## src/rtl/gcd_engine_pkg.sv

```systemverilog
// rtl/gcd_engine_pkg.sv - shared defaults and FSM state encodings for the GCD engine
// Purpose: default operand/counter widths and the engine's FSM state constants.
// Ports: none (package).
package gcd_engine_pkg;

  localparam int DEF_WIDTH = 16;
  localparam int DEF_CNT_W = 8;

  localparam logic [2:0] ST_IDLE = 3'd0;
  localparam logic [2:0] ST_LOAD = 3'd1;
  localparam logic [2:0] ST_MOD  = 3'd2;
  localparam logic [2:0] ST_SWAP = 3'd3;
  localparam logic [2:0] ST_DONE = 3'd4;

endpackage

```

## src/rtl/gcd_engine_if.sv

```systemverilog
// rtl/gcd_engine_if.sv - operand/result handshake bundle of the GCD engine
// Purpose: groups the start/busy handshake, operands and results.
// Signals: start_i, Zahl1_i, Zahl2_i (requester -> engine);
//          busy_o, done_o, gcd_o, step_cnt_o, zero_o (engine -> requester).
// Modports: master = requester side, slave = engine side.
interface gcd_engine_if
  import gcd_engine_pkg::*;
#(
  parameter int WIDTH = DEF_WIDTH,
  parameter int CNT_W = DEF_CNT_W
) ();

  logic             start_i;
  logic [WIDTH-1:0] Zahl1_i;
  logic [WIDTH-1:0] Zahl2_i;
  logic             busy_o;
  logic             done_o;
  logic [WIDTH-1:0] gcd_o;
  logic [CNT_W-1:0] step_cnt_o;
  logic             zero_o;

  modport master (
    output start_i, Zahl1_i, Zahl2_i,
    input  busy_o, done_o, gcd_o, step_cnt_o, zero_o
  );

  modport slave (
    input  start_i, Zahl1_i, Zahl2_i,
    output busy_o, done_o, gcd_o, step_cnt_o, zero_o
  );

endinterface

```

## src/rtl/gcd_mod_unit.sv

```systemverilog
// rtl/gcd_mod_unit.sv - sequential restoring shift-subtract modulo unit
// Purpose: computes dividend_i mod divisor_i (divisor_i != 0) in WIDTH cycles, MSB first.
// Ports: clk, rst (async active-low), start_i (load operands, first bit processed on the
//        same edge), dividend_i, divisor_i, rem_o (remainder, held until next start),
//        done_o (one-cycle pulse, rem_o valid while it is high).
module gcd_mod_unit #(
  parameter int WIDTH = 16
) (
  input  logic             clk,
  input  logic             rst,
  input  logic             start_i,
  input  logic [WIDTH-1:0] dividend_i,
  input  logic [WIDTH-1:0] divisor_i,
  output logic [WIDTH-1:0] rem_o,
  output logic             done_o
);

  localparam int CW = $clog2(WIDTH);

  logic [WIDTH:0]   r_rem;
  logic [WIDTH-1:0] r_dvd;
  logic [WIDTH-1:0] r_dvs;
  logic [CW-1:0]    r_cnt;
  logic             r_done;

  // One restoring step; the extra remainder bit holds 2*r+1 < 2*divisor without overflow.
  function automatic logic [WIDTH:0] mod_step(input logic [WIDTH:0]   rem,
                                              input logic             bit_in,
                                              input logic [WIDTH-1:0] dvs);
    logic [WIDTH:0] sh;
    sh = {rem[WIDTH-1:0], bit_in};
    if (sh >= {1'b0, dvs}) begin
      sh = sh - {1'b0, dvs};
    end
    return sh;
  endfunction

  // The first bit is consumed on the start edge so that the pulse lands in the
  // WIDTH-th cycle and the owner can leave its wait state exactly WIDTH edges later.
  always_ff @(posedge clk or negedge rst) begin
    if (!rst) begin
      r_rem  <= '0;
      r_dvd  <= '0;
      r_dvs  <= '0;
      r_cnt  <= '0;
      r_done <= 1'b0;
    end else begin
      r_done <= 1'b0;
      if (start_i) begin
        r_rem <= mod_step('0, dividend_i[WIDTH-1], divisor_i);
        r_dvd <= {dividend_i[WIDTH-2:0], 1'b0};
        r_dvs <= divisor_i;
        r_cnt <= CW'(WIDTH - 1);
      end else if (r_cnt != '0) begin
        r_rem  <= mod_step(r_rem, r_dvd[WIDTH-1], r_dvs);
        r_dvd  <= {r_dvd[WIDTH-2:0], 1'b0};
        r_cnt  <= r_cnt - CW'(1);
        r_done <= (r_cnt == CW'(1));
      end
    end
  end

  assign rem_o  = r_rem[WIDTH-1:0];
  assign done_o = r_done;

endmodule

```

## src/rtl/gcd_engine.sv

```systemverilog
// rtl/gcd_engine.sv - self-sequencing Euclid GCD engine
// Purpose: iterates (a,b) <- (b, a mod b) until b == 0 and reports gcd, step count and zero flag.
// Ports: clk, rst (async active-low), bus (gcd_engine_if.slave): start_i, Zahl1_i, Zahl2_i in;
//        busy_o, done_o, gcd_o, step_cnt_o, zero_o out.
module gcd_engine
  import gcd_engine_pkg::*;
#(
  parameter int WIDTH = DEF_WIDTH,
  parameter int CNT_W = DEF_CNT_W
) (
  input  logic        clk,
  input  logic        rst,
  gcd_engine_if.slave bus
);

  logic [2:0]       r_state;
  logic [WIDTH-1:0] r_a;
  logic [WIDTH-1:0] r_b;
  logic [CNT_W-1:0] r_cnt;
  logic [WIDTH-1:0] r_gcd;
  logic [CNT_W-1:0] r_step;
  logic             r_done;
  logic             r_zero;

  logic             w_mod_start;
  logic [WIDTH-1:0] w_mod_dvd;
  logic [WIDTH-1:0] w_mod_dvs;
  logic [WIDTH-1:0] w_rem;
  logic             w_mod_done;
  logic [CNT_W-1:0] w_cnt_inc;

  assign w_cnt_inc = (&r_cnt) ? r_cnt : r_cnt + CNT_W'(1);

  // In SWAP the next modulo must run on the post-swap pair (b, r), which is not
  // registered yet, so the sub-unit is fed straight from b and the remainder.
  always_comb begin
    w_mod_start = 1'b0;
    w_mod_dvd   = r_a;
    w_mod_dvs   = r_b;
    if (r_state == ST_LOAD && r_b != '0) begin
      w_mod_start = 1'b1;
    end else if (r_state == ST_SWAP && w_rem != '0) begin
      w_mod_start = 1'b1;
      w_mod_dvd   = r_b;
      w_mod_dvs   = w_rem;
    end
  end

  gcd_mod_unit #(.WIDTH(WIDTH)) u_mod (
    .clk        (clk),
    .rst        (rst),
    .start_i    (w_mod_start),
    .dividend_i (w_mod_dvd),
    .divisor_i  (w_mod_dvs),
    .rem_o      (w_rem),
    .done_o     (w_mod_done)
  );

  always_ff @(posedge clk or negedge rst) begin
    if (!rst) begin
      r_state <= ST_IDLE;
      r_a     <= '0;
      r_b     <= '0;
      r_cnt   <= '0;
      r_gcd   <= '0;
      r_step  <= '0;
      r_done  <= 1'b0;
      r_zero  <= 1'b0;
    end else begin
      case (r_state)
        ST_IDLE: begin
          if (bus.start_i) begin
            r_a     <= bus.Zahl1_i;
            r_b     <= bus.Zahl2_i;
            r_cnt   <= '0;
            r_state <= ST_LOAD;
          end
        end
        ST_LOAD: begin
          if (r_b == '0) begin
            r_gcd   <= r_a;
            r_step  <= r_cnt;
            r_zero  <= (r_a == '0);
            r_done  <= 1'b1;
            r_state <= ST_DONE;
          end else begin
            r_state <= ST_MOD;
          end
        end
        ST_MOD: begin
          if (w_mod_done) begin
            r_state <= ST_SWAP;
          end
        end
        ST_SWAP: begin
          r_a   <= r_b;
          r_b   <= w_rem;
          r_cnt <= w_cnt_inc;
          if (w_rem == '0) begin
            r_gcd   <= r_b;
            r_step  <= w_cnt_inc;
            r_zero  <= 1'b0;
            r_done  <= 1'b1;
            r_state <= ST_DONE;
          end else begin
            r_state <= ST_MOD;
          end
        end
        ST_DONE: begin
          r_done  <= 1'b0;
          r_state <= ST_IDLE;
        end
        default: begin
          r_done  <= 1'b0;
          r_state <= ST_IDLE;
        end
      endcase
    end
  end

  assign bus.busy_o     = (r_state != ST_IDLE);
  assign bus.done_o     = r_done;
  assign bus.gcd_o      = r_gcd;
  assign bus.step_cnt_o = r_step;
  assign bus.zero_o     = r_zero;

endmodule
```

## src/flat_wrapper.sv

```systemverilog
// flat-port wrapper written by rule: the top's interface ports become plain ports
module gcd_engine_flat import gcd_engine_pkg::*;
#(
  parameter int WIDTH = DEF_WIDTH,
  parameter int CNT_W = DEF_CNT_W
)
  (clk, rst, bus_start_i, bus_Zahl1_i, bus_Zahl2_i, bus_busy_o, bus_done_o, bus_gcd_o, bus_step_cnt_o, bus_zero_o);
  gcd_engine_if #(.WIDTH(WIDTH), .CNT_W(CNT_W)) bus_i ();
  input  logic clk;
  input  logic rst;
  input wire logic [$bits(bus_i.start_i)-1:0] bus_start_i;
  input wire logic [$bits(bus_i.Zahl1_i)-1:0] bus_Zahl1_i;
  input wire logic [$bits(bus_i.Zahl2_i)-1:0] bus_Zahl2_i;
  output wire logic [$bits(bus_i.busy_o)-1:0] bus_busy_o;
  output wire logic [$bits(bus_i.done_o)-1:0] bus_done_o;
  output wire logic [$bits(bus_i.gcd_o)-1:0] bus_gcd_o;
  output wire logic [$bits(bus_i.step_cnt_o)-1:0] bus_step_cnt_o;
  output wire logic [$bits(bus_i.zero_o)-1:0] bus_zero_o;
  assign bus_i.start_i = bus_start_i;
  assign bus_i.Zahl1_i = bus_Zahl1_i;
  assign bus_i.Zahl2_i = bus_Zahl2_i;
  assign bus_busy_o = bus_i.busy_o;
  assign bus_done_o = bus_i.done_o;
  assign bus_gcd_o = bus_i.gcd_o;
  assign bus_step_cnt_o = bus_i.step_cnt_o;
  assign bus_zero_o = bus_i.zero_o;
  gcd_engine #(.WIDTH(WIDTH), .CNT_W(CNT_W)) u_core (.clk(clk), .rst(rst), .bus(bus_i));
endmodule
```

## config.mk

```make
export PLATFORM = sky130hd
export DESIGN_NAME = gcd_engine_flat
export DESIGN_NICKNAME = d
export VERILOG_FILES = /design/src/rtl/gcd_engine_pkg.sv /design/src/rtl/gcd_engine_if.sv /design/src/rtl/gcd_mod_unit.sv /design/src/rtl/gcd_engine.sv /design/src/flat_wrapper.sv
export SDC_FILE = /design/constraint.sdc
export NUM_CORES = 1
export LEC_CHECK = 0
export CAP_MARGIN = 10
export CORE_MARGIN = 4
export CORE_UTILIZATION = 25
export CTS_CLUSTER_SIZE = 40
export DETAILED_ROUTE_END_ITERATION = 7
export GPL_TIMING_DRIVEN = 0
export SETUP_SLACK_MARGIN = 0.05
export SKIP_CTS_REPAIR_TIMING = 1
export SLEW_MARGIN = 20
export SYNTH_ARGS = -nofsm -noshare
export SYNTH_HDL_FRONTEND = slang
export SYNTH_SLANG_ARGS = --single-unit
```

## constraint.sdc

```tcl
create_clock -name clk -period 6 [get_ports clk]
set_clock_uncertainty 0.2 [all_clocks]
set_input_delay 1.2 -clock clk [delete_from_list [all_inputs] [get_ports clk]]
set_output_delay 1.2 -clock clk [all_outputs]
set_load 0.02 [all_outputs]
```

# Word level (Yosys, flattened, before mapping)
# Cells that the tools add are included.
[totals] inputBits=35 ff_bits=122
[classes] addsub=4 n_reduce_logical=19 eq_ne=8 mux=40 bitwise_logic=1 magnitude_cmp=2
[op_table] operator="$mux W16" count=14
[op_table] operator="$pmux W16 S2" count=3
[op_table] operator="$logic_not A16 Y1" count=3
[op_table] operator="$mux W8" count=4
[op_table] operator="$pmux W8 S2" count=2
[op_table] operator="$reduce_bool A16 Y1" count=2
[op_table] operator="$ge A17 B16 Y1" count=1
[op_table] operator="$ge A1 B16 Y1" count=1
[op_table] operator="$sub A1 B16 Y16" count=1
[op_table] operator="$sub A16 B16 Y16" count=1
[op_table] operator="$mux W3" count=4
[op_table] operator="$pmux W3 S4" count=1
[op_table] operator="$add A8 B1 Y8 const B" count=1
[op_table] operator="$mux W1" count=8
[op_table] operator="$mux W4" count=2
[op_table] operator="$ne A2 B2 Y1 const B" count=4
[op_table] operator="$reduce_and A8 Y1" count=1
[op_table] operator="$eq A3 B2 Y1 const B" count=2
[op_table] operator="$reduce_and A3 Y1" count=2
[op_table] operator="$reduce_bool A2 Y1" count=3
[op_table] operator="$eq A4 B1 Y1 const B" count=1
[op_table] operator="$reduce_and A2 Y1" count=2
[op_table] operator="$reduce_bool A4 Y1" count=1
[op_table] operator="$sub A4 B1 Y4 const B" count=1
[op_table] operator="other kinds (8)" count=9

# Longest topological paths before layout
[logic_depth] depth_word=7 depth_mapped=13 mapped_depth_nobuf=13

# By module
# A second synthesis with hierarchy kept.
[unflattened] hier_cells=725 area_unflattened_um2=6989.2
[modules_own_cells] module="gcd_engine" n_inst=1 area_each_um2=3656.0 cells_per_inst=346 seq_area_each_um2=1726.7
[modules_own_cells] module="gcd_mod_unit" n_inst=1 area_each_um2=3333.2 cells_per_inst=379 seq_area_each_um2=1301.2

# Least setup slack after synthesis
# Ideal clock, no wire load.
[synth_timing] path_kind="register to register" startpoint="register u_core.u_mod.r_rem[0]" endpoint="register u_core.u_mod.r_rem[12]" path_stages_with_launch=13 arrival_time_ps=2877 setup_slack_ps=2819 required_ps=5696 setup_time_ps=104 synth_period_minus_slack_ps=3181 path_buffers=0 path_cell_list="dfrtp_1 -> nor4_1 -> nand4_4 -> nand2_4 -> mux2i_1 -> ha_1 -> inv_1 -> ha_1 -> inv_1 -> o211ai_1 -> a2111oi_4 -> nor2_2 -> a221oi_1"
[synth_between] elab_chain_len=7
[synth_lines] element="from (decl)" line_no="gcd_mod_unit.sv:20" source="logic [WIDTH:0] r_rem;"
[synth_lines] element="from (signal assigned)" line_no="gcd_mod_unit.sv:50" source="r_rem <= mod_step('0, dividend_i[WIDTH-1], divisor_i);"
[synth_lines] element="from (signal assigned)" line_no="gcd_mod_unit.sv:55" source="r_rem <= mod_step(r_rem, r_dvd[WIDTH-1], r_dvs);"
[synth_lines] element="$reduce_bool A16 Y1" line_no="gcd_engine.sv:42" source="end else if (r_state == ST_SWAP && w_rem != '0) begin"
[synth_lines] element="$logic_and A1 B1 Y1" line_no="gcd_engine.sv:42"
[synth_lines] element="$mux W16" line_no="gcd_engine.sv:42"
[synth_lines] element="$mux W16" line_no="gcd_engine.sv:40" source="if (r_state == ST_LOAD && r_b != '0) begin"
[synth_lines] element="$sub A1 B16 Y16 / $ge A1 B16 Y1 (equally long branches)" line_no="gcd_mod_unit.sv:33, gcd_mod_unit.sv:32"
[synth_lines] element="$mux W16" line_no="gcd_mod_unit.sv:32" source="if (sh >= {1'b0, dvs}) begin"
[synth_lines] element="$mux W16" line_no="gcd_mod_unit.sv:49" source="if (start_i) begin"
# Several ways; a longest one is shown, not always the timed one. The select of a mux whose other input is x is not followed.
# A chain may end at the register's enable or synchronous reset.

# Worst setup path in the final report
[layout_timing] startpoint="register u_core.u_mod.r_rem[9]" endpoint="register u_core.u_mod.r_rem[8]"
# Same word-level chain as after synthesis.

==> impl.org <==
** Global route
- Maximum number of pins on one net before global-route repair :: 88
- GR Layer Usage met2 :: 22.9%
- Antenna violations before repair :: 0
- First-pass GRT wire length :: 35.3 mm
- Global routing finished with a remaining overflow of 0.
- For met3 alone, demand over resource in global routing was 3.38%.
- The via count of the first global-routing pass is 6271.
- Overall routing resource usage :: 14.6%
- Grt peak-use layer :: met2
- For this run, global-route usage on met1 was measured as 20.8%.

** Synth
- Warning count from the yosys run :: 0
- In the synthesized netlist the async set-or-reset flop fraction comes to 100%.
- Number of flip-flops and latches in the synthesized netlist :: 121
- Share of cell area taken by muxes after synthesis :: 3.04%
- Dominant combinational cell family by area after synthesis :: compound AO/OA/AOI/OAI gates
- Xor and xnor area share after synthesis :: 1.41%
- Gate count after technology mapping :: 763
- Area fraction in compound gates after synthesis :: 23.5%
- The average instance in the mapped netlist occupies 8.95 µm².
- Sequential element share of the synthesized area :: 44.4%
- Simple-gate share of the synthesized area :: 19.4%
- The most used flip-flop cell after synthesis is sky130_fd_sc_hd__dfrtp_1.
- The netlist uses 67 different library cells.
- Syn nets :: 820
- Counting flops with a built-in enable in the synthesized netlist gives 0.
- Summing the areas of all fa, ha and maj instances in the mapped netlist gives 4.14% of the synthesized area.
- Post-synthesis cell area :: 6830 µm²

** Placement
- Count of port buffers added during placement :: 61
- The congestion estimate from routability-driven global placement came to 0.891.
- Summed over all nets, the half-perimeter wirelength after detailed placement is 16.2 mm.
- Before CTS, the worst setup slack after placement is 2.15 ns.

** Power
- Power spread over the standard cell area amounts to 692 nW/µm².
- Internal power comes to 3290 µW.
- Sequential cells account for 28.1% of the total power.
- IR analysis of the VDD net gives a maximum drop of 204 µV.
- Clock share of power :: 19.4%
- In this run the static leakage power is 0.00356 µW.
- Part of the power in combinational logic :: 52.5%
- In this run the power spent charging and discharging nets is 2630 µW.
- In this run switching power makes up 44.4% of total power.

** Floorplan
- Measured along the y axis, the die boundary spans 173 µm.
- In this run the horizontal extent of the chip is 173 µm.
- Number of I/O pins :: 62
- For this configuration, the core starts out at a cell density of 25.4%.
- The die covers 30000 µm².
- The region available for standard cell placement spans 26900 µm².
- After floorplanning, the core was divided into 60 placement rows.

** Setup path
- The endpoint identified for the worst register-to-register timing path is u_core.u_mod.r_rem[8].
- Endpoint kind of the worst setup timing path :: flip-flop
- Setup slack on the worst reg-to-reg path comes out at 2.12 ns.
- Data arrives at the worst endpoint at 4.00 ns.
- Worst-path maximum fanout :: 7
- Critical Path Source Type :: flip-flop
- Type of the worst setup path :: flip-flop to flip-flop
- The worst register-to-register path has a depth of 12.
- For the worst setup path, the data required time is 6.12 ns.
- The startpoint identified for the worst register-to-register timing path is u_core.u_mod.r_rem[9].

** Timing
- The count of endpoints failing hold in the final timing report was 0.
- Final worst slack :: 2.12 ns
- Post-route minimum period :: 3.88 ns
- Static timing analysis puts the maximum clock frequency at 0.258 GHz.
- RSZ-0062 raised after global routing :: false
- Relative slew slack :: 43.8%
- Ratio of final minimum period to clock period :: 64.6%
- Number of max-slew violations in the final report :: 0
- In the final timing run, aggregate negative setup slack is 0 ns.
- Endpoints failing setup :: 0
- For the pin with the worst max-slew slack, the measured transition is 0.835 ns.

** Clocking
- TritonCTS built the clock tree.
- The clock reaches the later pin of the worst-skew pair after 0.43 ns.
- The H-tree was split into 4 levels.
- Clock tree synthesis selected as its root buffer the cell sky130_fd_sc_hd__clkbuf_16.
- After clock tree synthesis, the clock-pin slew on the worst setup and hold paths is 0.06 ns.
- Clock net sink count :: 121
- Buffers inserted during clock tree synthesis total 17.
- Max Root-Sink Buffers :: 2

** Cells and area
- The repair_antennas step left the layout with diodes totalling 0.
- Number of inserted filler cells in the final layout :: 2793
- In the layout the commonest cells are sky130_fd_sc_hd__nor2_1 (125), sky130_fd_sc_hd__dfrtp_1 (121), sky130_fd_sc_hd__a21oi_1 (71).
- In the final layout, the share of cells above drive strength 1 is 7.58%.
- Area Growth Syn to Fin :: 25.4%
- Leaving out fill and tap cells, the most frequent cell in the layout is sky130_fd_sc_hd__nor2_1.
- For this run, the post-layout net count is 901.

** Hold path
- Worst min-delay path endpoint :: u_core.u_mod.r_dvd[2]
- In this run the most critical hold path is launched from u_core.u_mod.r_dvd[2].
- Path type of the worst min-delay path :: flip-flop to flip-flop
- The worst hold path was traced through 2 stages.

** Route
- Number of detailed-route iterations in the first pass :: 5
- Via count :: 6321
- In this run, the number of DRC markers left after iteration 0 of detailed routing was 568.
- Routed wire per std cell :: 18.3 µm
- Remaining routing DRC violations :: 0
- Final routed wirelength across all metal layers :: 21.9 mm
- After detailed routing, the number of vias per cell comes to 5.28.
- The count of nets left with antenna violations once routing finished came out at 0.

** Flow run
- Across the run, the number of max-cap violations was 0.

** Outcome
- The flow ran to the end, and the final reports show no timing, DRC or antenna violations.
-- routing by layer --
layer	up-vias	wire, µm
met5	-	0
met4	0	256
met3	24	1330
met2	202	10100
met1	3146	10200
li1	2949	-
-- cell type report --
cell class | count | area, µm² | area share, %
Inverter | 35 | 131 | 1.54
Buffer | 38 | 158 | 1.84
Multi-Input combinational cell | 569 | 3510 | 41.0
Timing Repair Buffer | 62 | 643 | 7.51
Clock inverter | 12 | 195 | 2.28
Clock buffer | 20 | 467 | 5.45
Tap cell | 341 | 427 | 4.99
Sequential cell | 121 | 3030 | 35.4
-- power by group through the flow --
stage	Clock, µW	Sequential (µW)	Combinational [µW]
after floorplan	0	1600	2160
after CTS	1160	1650	3100
after detailed placement	0	1660	3080
after global routing	1200	1710	3480
after global placement	0	1660	3050
final	1150	1660	3110
-- Yosys cell counts, types with 12 or more instances --
| library cell | number | share of area, % |
|---|---|---|
| sky130_fd_sc_hd__mux2i_1 | 16 | 2.3 |
| sky130_fd_sc_hd__a221o_1 | 16 | 2.3 |
| sky130_fd_sc_hd__a22oi_1 | 12 | 1.3 |
| sky130_fd_sc_hd__a21oi_1 | 71 | 5.2 |
| sky130_fd_sc_hd__o22ai_1 | 22 | 2.0 |
| sky130_fd_sc_hd__a31oi_1 | 21 | 1.9 |
| sky130_fd_sc_hd__inv_1 | 34 | 1.9 |
| sky130_fd_sc_hd__buf_2 | 12 | 0.88 |
| sky130_fd_sc_hd__clkbuf_1 | 26 | 1.4 |
| sky130_fd_sc_hd__ha_1 | 21 | 3.8 |
| sky130_fd_sc_hd__nor2_1 | 125 | 6.9 |
| sky130_fd_sc_hd__and2_1 | 18 | 1.6 |
| sky130_fd_sc_hd__nand2_1 | 58 | 3.2 |
| sky130_fd_sc_hd__o21ai_0 | 40 | 2.9 |
| sky130_fd_sc_hd__dfrtp_1 | 121 | 44 |
-- registers in the layout (all words and copies together) (netlist names) --
signal / cells
u_core.u_mod.r_rem: 16
u_core.u_mod.done_o: 1
u_core.u_mod.r_dvd: 15
u_core.r_cnt: 8
u_core.u_mod.r_dvs: 16
u_core.r_b: 16
u_core.bus.done_o: 1
u_core.bus.gcd_o: 16
u_core.r_a: 16
u_core.r_state: 3
u_core.bus.zero_o: 1
u_core.bus.step_cnt_o: 8
u_core.u_mod.r_cnt: 4
-- critical path, stage by stage (launching register included) --
cell,delay [ns]
sky130_fd_sc_hd__dfrtp_1,0.52
sky130_fd_sc_hd__nor4_4,0.54
sky130_fd_sc_hd__nand4_4,0.22
sky130_fd_sc_hd__nand2_4,0.19
sky130_fd_sc_hd__mux2i_1,0.28
sky130_fd_sc_hd__ha_1,0.23
sky130_fd_sc_hd__inv_1,0.05
sky130_fd_sc_hd__ha_1,0.23
sky130_fd_sc_hd__inv_1,0.11
sky130_fd_sc_hd__o211ai_1,0.13
sky130_fd_sc_hd__a2111oi_4,0.61
sky130_fd_sc_hd__nor2_2,0.19
sky130_fd_sc_hd__a221oi_1,0.27
-- through the flow --
| stage | area, µm² | cells | total power, µW | utilization (%) | hold WS (ns) |
|---|---|---|---|---|---|
| after floorplan | 6830 | 763 | 3760 | - | 0.250 |
| after global placement | 7860 | 1165 | 4710 | 29.3 | 0.268 |
| after detailed placement | 7900 | 1166 | 4740 | 29.4 | 0.282 |
| after CTS | 8560 | 1198 | 5910 | 31.8 | 0.298 |
| after global routing | 8560 | 1198 | 6390 | 31.8 | 0.327 |
| final | 8560 | 1198 | 5920 | 31.8 | 0.293 |
-- cell families (layout without fill, tap and decap cells) --
logic type | Yosys count | in the layout
compound gates | 244 | 244
xor+xnor | 11 | 11
flops | 121 | 121
fa+ha+maj | 22 | 22
mux | 20 | 20
buf+inv | 73 | 167
simple gates | 272 | 272
-- worst max path at each step --
| stage | start | endpoint | slack [ns] |
|---|---|---|---|
| finish | u_core.u_mod.r_rem[9] | u_core.u_mod.r_rem[8] | 2.12 |
| global placement | rst | u_core.u_mod.r_rem[9] | -1.45 |
| detailed placement | u_core.u_mod.r_rem[9] | u_core.u_mod.r_rem[8] | 2.15 |
| floorplan | u_core.u_mod.r_rem[0] | u_core.u_mod.r_rem[12] | 2.82 |
| global route | u_core.u_mod.r_rem[9] | u_core.u_mod.r_rem[12] | 1.85 |
| CTS | u_core.u_mod.r_rem[9] | u_core.u_mod.r_rem[8] | 2.12 |
(Power assumes the default switching activity.)
